File: config.mk
export PLATFORM = sky130hd
export DESIGN_NAME = clock_sequencer
export DESIGN_NICKNAME = d
export VERILOG_FILES = /design/src/rtl/clock_sequencer.sv
export SDC_FILE = /design/constraint.sdc
export NUM_CORES = 1
export LEC_CHECK = 0
export BUFFER_PORTS_ARGS = -buffer_cell sky130_fd_sc_hd__buf_2
export CAP_MARGIN = 40
export CORE_MARGIN = 4
export CORE_UTILIZATION = 25
export DETAILED_ROUTE_END_ITERATION = 6
export PLACE_DENSITY = 0.51
export SYNTH_ARGS = -nofsm -noshare
export SYNTH_HDL_FRONTEND = slang
export SYNTH_SLANG_ARGS = --single-unit
export TNS_END_PERCENT = 10
File: constraint.sdc
create_clock -name CLK_IN1 -period 5.3 [get_ports CLK_IN1]
set_input_delay 0.795 -clock CLK_IN1 [delete_from_list [all_inputs] [get_ports CLK_IN1]]
set_output_delay 0.795 -clock CLK_IN1 [all_outputs]
set_load 0.05 [all_outputs]
File: src/rtl/clock_sequencer.sv
// clock_sequencer: divided slow clock with run/halt/single-step control and a debounced step button
module clock_sequencer #(
  parameter int DIV_WIDTH       = 24,
  parameter int BURST_WIDTH     = 8,
  parameter int DEBOUNCE_CYCLES = 16,
  parameter int CNT_WIDTH       = 16
) (
  input  logic                   CLK_IN1,
  input  logic                   rst_ni,
  input  logic                   hlt,
  input  logic                   advance_i,
  input  logic [DIV_WIDTH-1:0]   div_i,
  input  logic [BURST_WIDTH-1:0] burst_i,
  output logic                   CLK_OUT1,
  output logic                   clk_en_o,
  output logic [1:0]             state_o,
  output logic [CNT_WIDTH-1:0]   cycle_cnt_o
);
  typedef enum logic [1:0] {RUN = 2'd0, STOPPING = 2'd1, HALT = 2'd2, STEP = 2'd3} state_t;
  localparam int SW = $clog2(DEBOUNCE_CYCLES + 1);
  state_t state;
  logic [DIV_WIDTH-1:0] cnt;
  logic [BURST_WIDTH-1:0] remaining;
  logic [SW-1:0] stable;
  logic sync1, sync2, deb, press;
  logic wrap, freeze, up, fall;
  assign wrap    = state != HALT && cnt >= div_i;
  // halting from a low phase must not let a pending rise slip through
  assign freeze  = state == RUN && hlt && !CLK_OUT1;
  assign up      = wrap && !CLK_OUT1 && !freeze;
  assign fall    = wrap && CLK_OUT1;
  assign state_o = state;
  always_ff @(posedge CLK_IN1 or negedge rst_ni)
    if (!rst_ni) begin
      sync1  <= 1'b0;
      sync2  <= 1'b0;
      deb    <= 1'b0;
      stable <= '0;
      press  <= 1'b0;
    end else begin
      sync1 <= advance_i;
      sync2 <= sync1;
      press <= 1'b0;
      if (sync2 == deb) stable <= '0;
      else if (stable == SW'(DEBOUNCE_CYCLES - 1)) begin
        deb    <= sync2;
        stable <= '0;
        press  <= sync2;
      end else stable <= stable + 1'b1;
    end
  always_ff @(posedge CLK_IN1 or negedge rst_ni)
    if (!rst_ni) begin
      state       <= HALT;
      cnt         <= '0;
      CLK_OUT1    <= 1'b0;
      clk_en_o    <= 1'b0;
      cycle_cnt_o <= '0;
      remaining   <= '0;
    end else begin
      cnt      <= (state == HALT || freeze || wrap) ? '0 : cnt + 1'b1;
      clk_en_o <= up;
      if (wrap && !freeze) CLK_OUT1 <= !CLK_OUT1;
      if (up) cycle_cnt_o <= cycle_cnt_o + 1'b1;
      if (up && state == STEP) remaining <= remaining - 1'b1;
      case (state)
        HALT: if (!hlt) state <= RUN;
              else if (press) begin
                state     <= STEP;
                remaining <= (burst_i == '0) ? BURST_WIDTH'(1) : burst_i;
              end
        RUN:      if (hlt) state <= (CLK_OUT1 && !fall) ? STOPPING : HALT;
        STOPPING: if (fall) state <= HALT;
        STEP:     if (fall && remaining == '0) state <= hlt ? HALT : RUN;
      endcase
    end
endmodule

==> results.cfg <==
[grt]
overflow = 0
antenna_found_initial = 1
grt_max_degree = 62
grt_pass1_vias = 2822
grt_usage_pct = 10.5
grt_pass1_wl_um = 13700

[floorplanning]
io_pins = 56
die_w_um = 126
fp.dieArea_mm2 = 0.0159
std_cell_rows = 42
fp.coreArea_mm2 = 0.0135
die_h_um = 126
start_util_pct = 26.0

[place]
gp_congestion = 0.786
dp_hpwl_um = 6100
dp_cells = 599
dpl_cell_area_mm2 = 0.00397
dp_worst_setup_slack_ps = 1970
port-buffer-count = 55

[finish]
final_core_util_pct = 32.1
area_growth_syn_to_layout_pct = 23.7
diodes = 0
final_cell_mix = dfrtp_1, buf_2, nor2_1, inv_1
final_common_cell = dfrtp_1
final_layout_size_suffix_gt1_share_pct = 19.1
nNetsFinal = 498
fin_area_mm2 = 0.00432
instances_no_fill = 615

[synthesis]
ys_seq_area_share_pct = 43.7
synth_nets = 436
synth_top_area_share_pct = 43.0
avgSynthCellArea_um2 = 9.39
synth-async-reset-ratio_pct = 100
netlist_instances = 372
synth_top_flop_cell = dfrtp_1
yosysTopAreaCell = dfrtp_1
synthesis.area_mm2 = 0.00349
ys_warn_count = 0
ys_types = 46
ys_ff_latch = 61
synth-edff-count = 0
netlist_top_cells_area = dfrtp_1, ha_1, xor2_1

[clocking]
cts_tree = yes
htree_levels = 3
cts-root-buf = clkbuf_16
clk_pin_slew_worst_paths_ps = 60
cts_setup_buffers = 0
clkLatencyLatePin_ps = 320
postCtsHoldBufs = 0
clock_sinks = 61
numCtsBuffers = 9
cts_buffer_depth = 2
cts-resized-gates = 0

[hold_path]
min_path_type = reg2reg
hold_depth = 0
min_from = sync1
min_to = sync2

[power]
p_comb_share_pct = 11.9
p_seq_share_pct = 38.8
internal_power_mw = 1.04
p_leak_nw = 2.17
ir_drop_uv = 202
power_switching_share_pct = 24.9
p_total_mw = 1.39
power.density_mw_per_mm2 = 321
p_clk_share_pct = 49.3
switchingPower_mw = 0.346

[drt]
drt_iter0_drc = 81
drt-total-wl_um = 8080
wl_per_cell_um = 13.1
antenna_left = 0
dr.pass1.iters = 4
post_drt_via_cell_ratio = 4.51
vias = 2771
detail_route.drc_violations = 0

[worst_setup_path]
critPathLaunchType = input port
cp_max_fo = 9
rr_worst_depth = 8
ff2ff_setup_slack_ps = 2510
worstPathArrival_ps = 3160
end_kind = flip-flop
regToRegStartpoint = cnt[19]
critPathKind = in2reg
cp.required_ps = 5510
r2r_end = cycle_cnt_o[1]

[timing]
period_share_pct = 55.6
slew_headroom_pct = 46.7
finalCriticalPeriod_ps = 2950
max_freq_ghz = 0.339
hold_slack_ps = 348
drv_slew = 0
finalHoldViolations = 0
rsz0062_at_grt = false
fin_skew_ps = 10.2
tns_ps = 0
setup_viol = 0
worst_slew_pin_slew_ps = 800
layout_setup_ws_ps = 2350

[outcome]
status = finished clean

[job]
max_cap_violations = 0
power groups by stage:
stage                     sequential, mW  combinational, mW  clock, mW
final                              0.539              0.165      0.683
after CTS                          0.539              0.170      0.699
after detailed placement           0.547              0.170          0
after global placement             0.546              0.163          0
after floorplan                    0.540              0.114          0
after global routing               0.544              0.197      0.726
cells by family after synthesis:
group,synth area share (%)
simple gates,22.1
flops,43.7
compound gates,8.02
xor+xnor,11.0
buf+inv,4.41
fa+ha+maj,10.0
mux,0.645
worst max path at each step:
stage,from,to,slack [ps],depth (start not counted)
5_1_grt,div_i[19],cycle_cnt_o[4],2100,10
4_1_cts,div_i[19],cycle_cnt_o[1],2310,10
2_1_floorplan,div_i[19],cycle_cnt_o[1],2380,10
6_report,div_i[19],cycle_cnt_o[1],2350,10
3_3_place_gp,div_i[19],cycle_cnt_o[1],1970,10
3_5_place_dp,div_i[19],cycle_cnt_o[1],1970,10
cell usage after synthesis (2+ instances only):
library cell,instances
inv_1,33
buf_2,3
xnor2_1,14
nor3_1,5
nor3b_1,2
or3_1,5
mux2_2,2
nor2b_1,8
a21oi_1,13
or4_1,2
nand4_1,8
a31oi_1,2
nand3_1,24
nand2_1,30
and2_1,3
xor2_1,30
clkbuf_1,2
dfrtp_1,60
and3_1,7
o211ai_1,3
o21ai_0,19
nor2_1,46
ha_1,28
cell type report:
class / instances / area (µm²)
clock buffers: 10 / 239
clock inverters: 6 / 110
fillers: 1472 / 9130
inverters: 33 / 124
multi-input cells: 272 / 1810
flip-flops and latches: 61 / 1530
well taps: 176 / 220
repair buffers: 57 / 290
critical path, cell delays in order:
cell      delay [ps]
buf_2             80
inv_1             30
ha_1             290
nand2_1          150
o21ai_0          160
a221oi_1         310
nand3_1          330
or2_2            500
nand2_1          170
mux2_2           350
layer usage:
layer / global-route usage, % / vias up / routed length, µm
met5: 0 / - / 13
met1: 14.4 / 1322 / 3820
li1: - / 1391 / -
met2: 16.0 / 50 / 3740
met4: 3.97 / 2 / 59
met3: 2.62 / 6 / 452
state kept, by name, summed over array words and instances (netlist names):
signal / cells
deb: 1
cycle_cnt_o: 16
remaining: 8
sync1: 1
stable: 5
cnt: 24
clk_en_o: 1
state_o: 2
CLK_OUT1: 1
press: 1
sync2: 1
No activity file was read; power rests on OpenSTA's default activity.
